$ cat src/rtl/npu_pipe_stage_if.sv
// Valid/ready bus of the elastic pipeline stage, plus flush and occupancy.
// The master side drives upstream data and downstream ready; the slave is the pipe.
interface npu_pipe_stage_if #(
  parameter int WIDTH = 8,
  parameter int DEPTH = 2,
  parameter int CW    = $clog2(DEPTH + 1)
);
  logic             flush;
  logic             in_valid;
  logic [WIDTH-1:0] in_data;
  logic             in_ready;
  logic             out_valid;
  logic [WIDTH-1:0] out_data;
  logic             out_ready;
  logic [CW-1:0]    count;

  modport master (
    output flush, in_valid, in_data, out_ready,
    input  in_ready, out_valid, out_data, count
  );

  modport slave (
    input  flush, in_valid, in_data, out_ready,
    output in_ready, out_valid, out_data, count
  );
endinterface

$ cat src/rtl/npu_pipe_stage.sv
// DEPTH-stage elastic pipeline register with per-stage valid, collapsing bubbles,
// flush and a registered occupancy count.
module npu_pipe_stage #(
  parameter int WIDTH = 8,
  parameter int DEPTH = 2,
  parameter int CW    = $clog2(DEPTH + 1)
) (
  input logic             clk,
  input logic             reset,
  npu_pipe_stage_if.slave bus
);
  logic [DEPTH-1:0] v_q;
  logic [DEPTH-1:0] v_next;
  logic [DEPTH-1:0] adv;
  logic [WIDTH-1:0] d_q [DEPTH];
  logic [CW-1:0]    count_reg;
  logic [CW-1:0]    count_next;
  logic             in_ready_int;
  logic             acc;

  assign in_ready_int = ~bus.flush & (~v_q[0] | adv[0]);
  assign acc          = bus.in_valid & in_ready_int;

  for (genvar gi = 0; gi < DEPTH; gi++) begin : g_stage
    logic             v_reg;
    logic [WIDTH-1:0] d_reg;
    logic             load;
    logic [WIDTH-1:0] src;
    logic             full_above;

    // The advance chain unrolls to: move if any later stage is empty, or the
    // output drains. This keeps every adv bit a flat function of the valids.
    if (gi == DEPTH - 1) begin : g_tail
      assign full_above = 1'b1;
    end else begin : g_mid
      assign full_above = &v_q[DEPTH-1:gi+1];
    end
    assign adv[gi] = v_reg & (~full_above | bus.out_ready);

    if (gi == 0) begin : g_head
      assign load = acc;
      assign src  = bus.in_data;
    end else begin : g_body
      assign load = adv[gi-1] & ~bus.flush;
      assign src  = d_q[gi-1];
    end

    assign v_next[gi] = ~bus.flush & (load | (v_reg & ~adv[gi]));

    always_ff @(posedge clk) begin
      if (!reset) begin
        v_reg <= 1'b0;
        d_reg <= '0;
      end else begin
        v_reg <= v_next[gi];
        if (load) begin
          d_reg <= src;
        end
      end
    end

    assign v_q[gi] = v_reg;
    assign d_q[gi] = d_reg;
  end

  always_comb begin
    count_next = '0;
    for (int i = 0; i < DEPTH; i++) begin
      count_next = count_next + CW'(v_next[i]);
    end
  end

  always_ff @(posedge clk) begin
    if (!reset) begin
      count_reg <= '0;
    end else begin
      count_reg <= count_next;
    end
  end

  assign bus.in_ready  = in_ready_int;
  assign bus.out_valid = v_q[DEPTH-1];
  assign bus.out_data  = d_q[DEPTH-1];
  assign bus.count     = count_reg;
endmodule

$ cat src/flat_wrapper.sv
// flat-port wrapper written by rule: the top's interface ports become plain ports
module npu_pipe_stage_flat 
#(
  parameter int WIDTH = 8,
  parameter int DEPTH = 2,
  parameter int CW    = $clog2(DEPTH + 1)
)
  (clk, reset, bus_flush, bus_in_valid, bus_in_data, bus_out_ready, bus_in_ready, bus_out_valid, bus_out_data, bus_count);
  npu_pipe_stage_if #(.WIDTH(WIDTH), .DEPTH(DEPTH), .CW(CW)) bus_i ();
  input logic clk;
  input logic reset;
  input wire logic [$bits(bus_i.flush)-1:0] bus_flush;
  input wire logic [$bits(bus_i.in_valid)-1:0] bus_in_valid;
  input wire logic [$bits(bus_i.in_data)-1:0] bus_in_data;
  input wire logic [$bits(bus_i.out_ready)-1:0] bus_out_ready;
  output wire logic [$bits(bus_i.in_ready)-1:0] bus_in_ready;
  output wire logic [$bits(bus_i.out_valid)-1:0] bus_out_valid;
  output wire logic [$bits(bus_i.out_data)-1:0] bus_out_data;
  output wire logic [$bits(bus_i.count)-1:0] bus_count;
  assign bus_i.flush = bus_flush;
  assign bus_i.in_valid = bus_in_valid;
  assign bus_i.in_data = bus_in_data;
  assign bus_i.out_ready = bus_out_ready;
  assign bus_in_ready = bus_i.in_ready;
  assign bus_out_valid = bus_i.out_valid;
  assign bus_out_data = bus_i.out_data;
  assign bus_count = bus_i.count;
  npu_pipe_stage #(.WIDTH(WIDTH), .DEPTH(DEPTH), .CW(CW)) u_core (.clk(clk), .reset(reset), .bus(bus_i));
endmodule
$ cat config.mk
export PLATFORM = sky130hd
export DESIGN_NAME = npu_pipe_stage_flat
export DESIGN_NICKNAME = d
export VERILOG_FILES = /design/src/rtl/npu_pipe_stage_if.sv /design/src/rtl/npu_pipe_stage.sv /design/src/flat_wrapper.sv
export SDC_FILE = /design/constraint.sdc
export NUM_CORES = 1
export LEC_CHECK = 0
export CAP_MARGIN = 20
export CORE_MARGIN = 4
export CORE_UTILIZATION = 45
export CTS_CLUSTER_SIZE = 28
export DETAILED_ROUTE_END_ITERATION = 10
export PLACE_DENSITY = 0.77
export SYNTH_ARGS = -nofsm -noshare
export SYNTH_HDL_FRONTEND = slang
export SYNTH_SLANG_ARGS = --single-unit
$ cat constraint.sdc
create_clock -name clk -period 2.35 [get_ports clk]
set_input_delay 0.235 -clock clk [delete_from_list [all_inputs] [get_ports clk]]
set_output_delay 0.235 -clock clk [all_outputs]
set_load 0.005 [all_outputs]
; ---- Word-level counts from Yosys, hierarchy flattened
; Index checks and enable logic that the tools add are counted.
[word_totals]
reg_bits = 20
in_bits = 13
output_inout_bits = 12
wordCells = 24
[op_classes]
n_addsub = 1
bitwise_logic = 18
[op_table]
columns = operator, count
row1 = bitwise AND 1 bit, 9
row2 = NOT 1 bit, 5
row3 = OR 1 bit, 4
row4 = adder 1 x 1 -> 2 bit, 1

; ---- Depth between registers and ports, before layout
[depth]
word_depth = 9
depth_mapped = 6
mapped_depth_nobuf = 5

; ---- Worst setup path after synthesis
; OpenSTA, ideal clock, no wires.
[synth_path]
kind = reg-to-reg
start = register u_core.g_stage[1].v_reg (netlist: u_core.bus.out_valid)
end = register u_core.count_reg[0] (netlist: u_core.bus.count[0])
t_arrival_ns = 1.223
required_ns = 2.235
path_slack_ns = 1.012
path_stages_with_launch = 7
n_path_buf = 1
path_cell_list = dfxtp_1 nor2b_4 buf_4 a21oi_1 nor2_1 ha_1 and2_1
[synth_via]
elab_chain_len = 9
word_cells_on_any_way = 17
cone_classes = 1 x add/sub / 16 x bitwise
[synth_rtl]
columns = item, line
row1 = start: declaration, npu_pipe_stage.sv:25  ; logic v_reg;
row2 = start signal: assignment, npu_pipe_stage.sv:55  ; v_reg <= v_next[gi];
row3 = NOT 1 bit *, npu_pipe_stage.sv:38  ; assign adv[gi] = v_reg & (~full_above | bus.out_ready);
row4 = OR 1 bit *, npu_pipe_stage.sv:38
row5 = bitwise AND 1 bit *, npu_pipe_stage.sv:38
row6 = OR 1 bit, npu_pipe_stage.sv:21  ; assign in_ready_int = ~bus.flush & (~v_q[0] | adv[0]);
row7 = bitwise AND 1 bit, npu_pipe_stage.sv:21
row8 = bitwise AND 1 bit, npu_pipe_stage.sv:22  ; assign acc = bus.in_valid & in_ready_int;
row9 = OR 1 bit *, npu_pipe_stage.sv:48  ; assign v_next[gi] = ~bus.flush & (load | (v_reg & ~adv[gi]));
row10 = bitwise AND 1 bit *, npu_pipe_stage.sv:48
row11 = named net u_core.v_next[0], npu_pipe_stage.sv:13  ; logic [DEPTH-1:0] v_next;
row12 = adder 1 x 1 -> 2 bit *, npu_pipe_stage.sv:69  ; count_next = count_next + CW'(v_next[i]);
row13 = named net u_core.count_next[0], npu_pipe_stage.sv:17  ; logic [CW-1:0] count_next;
row14 = end signal: assignment, npu_pipe_stage.sv:77  ; count_reg <= count_next;
row15 = end: declaration, npu_pipe_stage.sv:16  ; logic [CW-1:0] count_reg;
; Mark *: on every way through the listed nets, which the timed path passes. The rest lies on a longest branch.
; A chain may end at the register's enable or synchronous reset.

; ---- Final worst setup path
[layout_path]
start = register u_core.g_stage[1].v_reg (netlist: u_core.bus.out_valid)
end = output bus_in_ready
[layout_via]
elab_chain_len = 5
[layout_rtl]
columns = item, line
row1 = NOT 1 bit, npu_pipe_stage.sv:38
row2 = OR 1 bit, npu_pipe_stage.sv:38
row3 = bitwise AND 1 bit, npu_pipe_stage.sv:38
row4 = OR 1 bit, npu_pipe_stage.sv:21
row5 = bitwise AND 1 bit, npu_pipe_stage.sv:21
row6 = end: declaration, flat_wrapper.sv:16  ; output wire logic [$bits(bus_i.in_ready)-1:0] bus_in_ready;
; Every way passes these cells.

==> run_results.csv <==
group,metric,value,unit
status,status,"completed",
finish,area_growth,33.58,%
clocking,clk_latency,300,ps
synth,async_reset_ff_share,0,%
synth,synthTopCellsByArea,"dfxtp_1 (48%), mux2i_1 (9.6%), a21boi_1 (7.2%)",
hold_path,holdPathStages,2,
setup_path,cp_num_buf_inv,1,
pwr,irDropWorstVdd,0.3599,mV
grt,grt_pass1_vias,567,
detailed_routing,viasPerCell,4.797,
detailed_routing,wl,1550,µm
clocking,clock_path_buffers,2,
hold_path,hp-start,"u_core.g_stage[0].d_reg[3]",
grt,grt_overflow,0,
clocking,cts_resized,0,
timing,hold_viol,0,
synth,ys_warn_count,0,
clocking,htreeDepth,1,
timing,finalCritPeriodShare,74.64,%
timing,max_slew_margin,68.33,%
placed_design,dp_hpwl,1176,µm
grt,track_usage,13.08,%
synth,ys_types,20,
setup_path,path_delay_family,"buffers and inverters",
synth,netlist_area,838.3,µm²
detailed_routing,routedWlPerCell,11.23,µm
synth,synth_edf_count,0,
setup_path,r2r-end,"u_core.bus.count[0]",
die,die_area,2617,µm²
die,rows,15,
hold_path,hold_class,"flip-flop to flip-flop",
timing,tns,0,ps
setup_path,reg2reg_depth,5,
setup_path,cp_data_arrival_time,1520,ps
detailed_routing,dr.pass1.iters,4,
flow_run,maxCapViolCount,0,
setup_path,rr_startpoint,"u_core.bus.out_valid",
synth,syn_area_per_cell,9.314,µm²
timing,setup_viol,0,
synth,synth_fp_nets,104,
synth,synth_seq_cells,20,
placed_design,gp_congestion,0.7762,
die,core,1745,µm²
synth,postSynthCellCount,90,
finish,antenna_cells,0,
clocking,clockRootBuffer,"clkbuf_4",
timing,rsz0062_at_grt,"no",
hold_path,worstHoldEndpoint,"u_core.g_stage[0].d_reg[3]",
clocking,hold_buffers,0,
die,start_util,48.03,%
timing,hold_ws,468.7,ps
pwr,leakagePower,0.0004059,µW
setup_path,critPathRequiredTime,2120,ps
grt,grt_antenna_before_repair,0,
setup_path,crit_chain,"nor2b_4 -> a21oi_1 -> clkdlybuf4s50_1",
detailed_routing,ant_nets,0,
timing,worst_slew_pin_slew,474.1,ps
clocking,clkTransAtPathRegs,110,ps
timing,skew,4.852,ps
synth,synthFlopType,"dfxtp_1",
grt,grt_max_degree,29,
clocking,cts_setup_buffers,0,
grt,grt_pass1_wl,2504,µm
finish,layout.nets,128,
setup_path,worst-setup-path-type,"flip-flop to output pin",
detailed_routing,drt_iter0_markers,18,
synth,yosysSeqAreaShare,47.76,%
clocking,cts_buffers,3,
timing,fmax,570.1,MHz
synth,synth_top_cell_area_share,47.76,%
setup_path,end_kind,"output pin",
die,die_h,51.16,µm
detailed_routing,drcViolationCount,0,
timing,period_minus_slack,1754,ps
clocking,tritoncts,"done",
setup_path,critPathMaxFanout,11,
setup_path,max_stage_delay,450,ps
setup_path,slowest_stage,"clkdlybuf4s50_1",
setup_path,crit_path_start_kind,"flip-flop",
placed_design,io_buffers,24,
detailed_routing,vias,662,
finish,drive_above_1_share,7.080,%
die,ios,25,
synth,synthDominantAreaCellType,"dfxtp_1",
die,fp.dieW,51.16,µm
setup_path,rrSetupSlack,980,ps
clocking,cts_sinks,20,
pwr,p_per_area,552.8,nW/µm²
timing,slew_viol_final,0,
-- synth_stat cells (2+ instances only) --
cell type	number
mux2i_1	8
nand2_1	16
nand3_1	8
buf_2	3
dfxtp_1	20
a21oi_1	3
o21ai_0	8
nand2b_1	2
buf_4	2
and2_1	3
a21boi_1	8
-- cell usage in the layout, fill, tap and decap left out, drive strengths merged, types with 2 or more instances in the layout --
master,netlist,routed
clkbuf,1,4
a21oi,4,4
mux2i,8,8
and2,3,3
clkdlybuf4s50,0,24
nand2b,3,3
a21boi,8,8
dfxtp,20,20
nand3,8,8
o21ai,8,8
nand2,16,16
nor2b,2,2
-- cell families (layout without fill, tap and decap cells) --
group	count (synthesis)	after routing	share of synthesized area, %
and+or+nand+nor	34	34	21.04
AOI/OAI and AO/OA	20	20	15.67
DFF	20	20	47.76
muxes	8	8	9.553
buffers and inverters	7	30	4.476
adders and majority gates	1	1	1.492
-- metrics by stage --
stage	std cells	setup WS, ps	cell area (µm²)	total power [µW]	utilization (%)
2_1_floorplan	90	1012	838.3	394.5	-
3_3_place_gp	134	612.5	1084	427.0	62.08
3_5_place_dp	134	592.4	1084	428.0	62.08
4_1_cts	138	582.7	1120	625.1	64.16
5_1_grt	138	506.7	1120	650.7	64.16
6_report	138	595.9	1120	619.0	64.16
-- power breakdown --
part / switching [µW] / total, µW / internal, µW
Clock: 104 / 199 / 94.6
Sequential: 6.05 / 355 / 349
Combinational: 25.9 / 65.2 / 39.3
-- worst max-delay path by stage --
stage / depth (start not counted) / end / slack [ps] / startpoint
detailed placement: 5 / u_core.bus.count[0] / 590 / bus_out_ready
global placement: 4 / bus_in_ready / 610 / bus_out_ready
floorplan: 6 / u_core.bus.count[0] / 1010 / u_core.bus.out_valid
global route: 3 / bus_in_ready / 510 / u_core.bus.out_valid
finish: 3 / bus_in_ready / 600 / u_core.bus.out_valid
CTS: 3 / bus_in_ready / 580 / u_core.bus.out_valid
-- tightest hold or removal path: stages, from the launching register on --
cell	delay [ps]
dfxtp_1	330
nand2_1	50
mux2i_1	50
-- layout make-up --
cell class              count  area [µm²]
fillers                   157       625.6
flip-flops and latches     20       400.4
multi-input cells          63       400.4
repair buffers             25       247.7
clock buffers               4       36.28
well taps                  25       31.28
inverters                   1       3.754
-- metal layers --
metal  global-route usage, %  up-vias  part of all wire (%)
met5                       0        -                     0
met4                   12.11        0                   3.2
met3                   1.749        4                   4.5
met2                   18.45       19                    46
met1                   16.94      289                    46
li1                        -      350                     -
Note: power is estimated with default switching activity, not from simulation.
